==> config.mk <==
export PLATFORM = sky130hd
export DESIGN_NAME = fir_coeff_loader
export DESIGN_NICKNAME = d
export VERILOG_FILES = /design/src/rtl/fir_coeff_loader.sv
export SDC_FILE = /design/constraint.sdc
export NUM_CORES = 1
export LEC_CHECK = 0
export ABC_AREA = 1
export ABC_CLOCK_PERIOD_IN_PS = 2710
export BUFFER_PORTS_ARGS = -buffer_cell sky130_fd_sc_hd__buf_4
export CAP_MARGIN = 10
export CELL_PAD_IN_SITES_DETAIL_PLACEMENT = 0
export CELL_PAD_IN_SITES_GLOBAL_PLACEMENT = 1
export CORE_MARGIN = 10
export CORE_UTILIZATION = 41
export DETAILED_ROUTE_END_ITERATION = 8
export GPL_TIMING_DRIVEN = 1
export HOLD_SLACK_MARGIN = 0.12
export PLACE_DENSITY = 0.91
export SYNTH_ARGS = -nofsm -noshare
export SYNTH_HDL_FRONTEND = slang
export SYNTH_SLANG_ARGS = --single-unit
export TNS_END_PERCENT = 1
==> constraint.sdc <==
create_clock -name clk -period 2.71 [get_ports clk]
set_input_delay 0.4065 -clock clk [delete_from_list [all_inputs] [get_ports clk]]
set_output_delay 0.4065 -clock clk [all_outputs]
set_load 0.1 [all_outputs]
==> src/rtl/fir_coeff_loader.sv <==
// fir_coeff_loader: streams FIR tap coefficients into a shadow bank and swaps
// the full set into the active bank at a datapath safe point.
module fir_coeff_loader #(
    parameter int DATA_WIDTH = 16,
    parameter int NUM_TAPS = 8,
    localparam int IDX_WIDTH = $clog2(NUM_TAPS)
) (
    input  logic                           clk,
    input  logic                           reset,
    input  logic                           start,
    input  logic [DATA_WIDTH-1:0]          coeff_in,
    input  logic                           coeff_valid,
    output logic                           coeff_ready,
    input  logic                           swap_ok,
    output logic [NUM_TAPS*DATA_WIDTH-1:0] h_out,
    output logic                           busy,
    output logic                           coeff_updated,
    output logic                           load_error
);
    typedef enum logic [1:0] {IDLE, LOAD, WAIT_SWAP} state_t;
    state_t state, state_nxt;
    logic [IDX_WIDTH-1:0] idx;
    logic [NUM_TAPS*DATA_WIDTH-1:0] shadow;
    logic accept, last, swap, err, restart;
    assign last = idx == IDX_WIDTH'(NUM_TAPS - 1);
    always_comb begin
        state_nxt = state;
        accept = 1'b0;
        swap = 1'b0;
        err = 1'b0;
        restart = 1'b0;
        case (state)
            IDLE: begin
                restart = start;
                state_nxt = start ? LOAD : IDLE;
            end
            LOAD: begin
                err = start;
                restart = start;
                accept = !start && coeff_valid && coeff_ready;
                state_nxt = (accept && last) ? WAIT_SWAP : LOAD;
            end
            WAIT_SWAP: begin
                err = start;
                swap = swap_ok;
                state_nxt = swap_ok ? IDLE : WAIT_SWAP;
            end
            default: state_nxt = IDLE;
        endcase
    end
    always_ff @(posedge clk) begin
        if (reset) begin
            state <= IDLE;
            idx <= '0;
            shadow <= '0;
            h_out <= '0;
            coeff_ready <= 1'b0;
            busy <= 1'b0;
            coeff_updated <= 1'b0;
            load_error <= 1'b0;
        end else begin
            state <= state_nxt;
            coeff_ready <= state_nxt == LOAD;
            busy <= state_nxt != IDLE;
            coeff_updated <= swap;
            load_error <= err;
            // the last beat parks idx at 0 so it never exceeds NUM_TAPS-1
            if (restart || (accept && last))
                idx <= '0;
            else if (accept)
                idx <= idx + 1'b1;
            if (accept)
                shadow[int'(idx)*DATA_WIDTH +: DATA_WIDTH] <= coeff_in;
            if (swap)
                h_out <= shadow;
        end
    end
endmodule

==> metrics <==
total global-route track usage=17.4%; via count=9441; Clock Tree Root=clkbuf_16; final net count=1611; post_cts resized=0; Post-CTS Repair Setup Buffers=0; Simple-Gate Fraction of Synth Area=30.6%; layout cells sized above 1=15.4%; clock slew at reported path FFs=0.06 ns; starting density of the core=41.9%; post-route setup TNS=0 ns; die height=181 µm; Placer Congestion=0.867; Arrival @ worst endpoint=2.81 ns; commonest non-fill, non-tap cell in the layout=nor2_1; vias in the first global route=8804; clock buffer depth=3; setup violators final=0; total core area=0.0253 mm²; register area share after synthesis=50.0%; Clk Latency, worst-skew pair=0.54 ns; outcome=finished, final reports clean; minimum clock period=2.38 ns; Pleak=5.41 nW; Tot Pwr=7.95 mW; ANT nets after route=0; CTS Hold Bufs=1; P per Cell Area=618 mW/mm²; synth unique cells=27; Synth Area in Adders=1.30%; RSZ-0062 raised after global routing=no; worst setup path category=reg -> reg; most frequent cells in the layout=nor2_1 (428), dfxtp_1 (265), nand2_1 (213); Port Buffers=152; mux cell area share after synthesis=0%; Slew Limit Fails=0; Largest stage delay, worst path=0.45 ns; Starting DRT DRC Count=747; CTS tree=done; Rows=58; clock tree sinks=265; CP max FO=18; hpwl dp=21.1 mm; Worst EP required=3.14 ns; first drt pass iteration count=8; Worst path slowest cell=dfxtp_1; Crit. End Element=flip-flop; CTS H-tree lvls=1; achievable frequency=421 MHz; worst path bufs/invs=3; most frequent CP cell=nand2_1; Avg WL per Cell=15.5 µm; endpoints failing hold=0; IO Pins=153; final instance area=0.0129 mm²; largest family of logic cells by synthesized area=simple AND/OR/NAND/NOR gates; post-synthesis register bit count=265; area delta synth->final=21.3%; total routed wirelength=29.9 mm; clock skew=0.00746 ns; sequence of cells on the critical path=inv_1, ha_1, ha_1, inv_2, nand2_1, inv_1, nand2_1, nor2_4, nand2_1, nand2_1, nor2_1; DRC=0; CTS buffer count=28; worst hold path type=in -> reg; CP startpoint kind=flip-flop; largest net degree at the start of global routing=85; Relative slew margins=60.4%; area post-placement=0.0120 mm²; post-DR vias/cell=4.89; Synth Net Count=1500; delay-heaviest family, CP=simple AND/OR/NAND/NOR gates; Post-Synthesis Cell Area=0.0106 mm²; fillers=2566; initial antenna violation count=0; synth warn=0; die footprint=0.0327 mm²; Synth Area in Compound Gates=10.4%; grt ovf=0; Max Cap Violations=0; Peak VDD IR=0.000433 V; Mapped Cells=1468; Worst Tran Pin Value=0.594 ns; diode count=0; Synth Area in XOR/XNOR=0%; Die Width=181 µm; Final Cycle Share=87.7%; first-pass GRT wire length=47.4 mm; syn_area_per_cell=7.22 µm²
synth_stat cells:
master / number / area share (%)
o21bai_1: 4 / 0.28
a21oi_1: 54 / 2.5
nor2_1: 429 / 15
ha_1: 11 / 1.3
buf_4: 7 / 0.50
and2_1: 3 / 0.18
buf_6: 5 / 0.53
clkbuf_1: 44 / 1.6
nor2_4: 4 / 0.42
nand3_1: 98 / 4.6
inv_4: 1 / 0.059
nor2_2: 6 / 0.35
a21oi_4: 1 / 0.15
nand2_1: 214 / 7.6
nand2_4: 1 / 0.11
buf_2: 35 / 1.7
nor3_1: 9 / 0.42
o21ai_0: 156 / 7.4
dfxtp_1: 265 / 50
nand4_4: 1 / 0.20
o21ai_1: 2 / 0.094
buf_1: 9 / 0.32
nand4_1: 9 / 0.53
inv_2: 4 / 0.14
nor3b_1: 12 / 0.85
inv_1: 82 / 2.9
nand2_2: 2 / 0.12
cell type report:
| class | instances | area, µm² | share of cell area (%) |
|---|---|---|---|
| Clock inverter | 8 | 67.6 | 0.525 |
| Inverter | 87 | 337 | 2.62 |
| Sequential cell | 265 | 5310 | 41.2 |
| Multi-Input combinational cell | 1016 | 4500 | 34.9 |
| Tap cell | 330 | 413 | 3.21 |
| Clock buffer | 43 | 838 | 6.51 |
| Timing Repair Buffer | 181 | 1410 | 11.0 |
logic make-up (layout without fill, tap and decap cells):
logic type / after synthesis / in the layout
adders and majority gates: 11 / 11
buffers and inverters: 187 / 319
DFF: 265 / 265
and+or+nand+nor: 788 / 788
AOI/OAI and AO/OA: 217 / 217
flip-flops by register name, indices dropped and copies added, names as in the netlist:
register       cells
busy               1
coeff_ready        1
coeff_updated      1
h_out            128
idx                3
load_error         1
shadow           128
state              2
worst min-delay path, stage by stage:
cell	delay, ns
buf_4	0.13
nand2_1	0.06
nor2_1	0.03
power breakdown:
group	internal [mW]	switching, mW	leakage, nW
sequential	3.90	0.00598	2.13
clock	2.21	1.53	0.448
combinational	0.0832	0.209	2.82
worst paths after layout:
path / from / endpoint / slack (ns) / cells past startpoint
setup / recovery: idx[1]$_SDFFE_PP0P_ / shadow[98]$_SDFFE_PP0P_ / 0.33 / 11
setup reg to reg: idx[1]$_SDFFE_PP0P_ / shadow[98]$_SDFFE_PP0P_ / 0.33 / 11
hold / removal: start / load_error$_SDFF_PP0_ / 0.14 / 3
hold reg to reg: shadow[46]$_SDFFE_PP0P_ / h_out[46]$_SDFFE_PP0P_ / 0.45 / 2
metrics by stage:
stage | utilization, % | instances | setup WS (ns) | hold WS (ns)
global placement | 47.2 | 1878 | 0.490 | 0.440
CTS | 50.8 | 1930 | 0.364 | 0.121
finish | 50.8 | 1930 | 0.334 | 0.139
global route | 50.8 | 1930 | 0.111 | 0.142
floorplan | - | 1468 | 0.638 | 0.423
detailed placement | 47.2 | 1878 | 0.405 | 0.435
per-layer routing:
layer  vias up  track usage (%)  share of wire, %
met5         -                0                 0
li1       4860                -                 -
met4         0             5.02               1.9
met1      4282             23.2                46
met3        42             4.00               7.6
met2       257             27.3                45
Power figures use the tool's default switching activity.
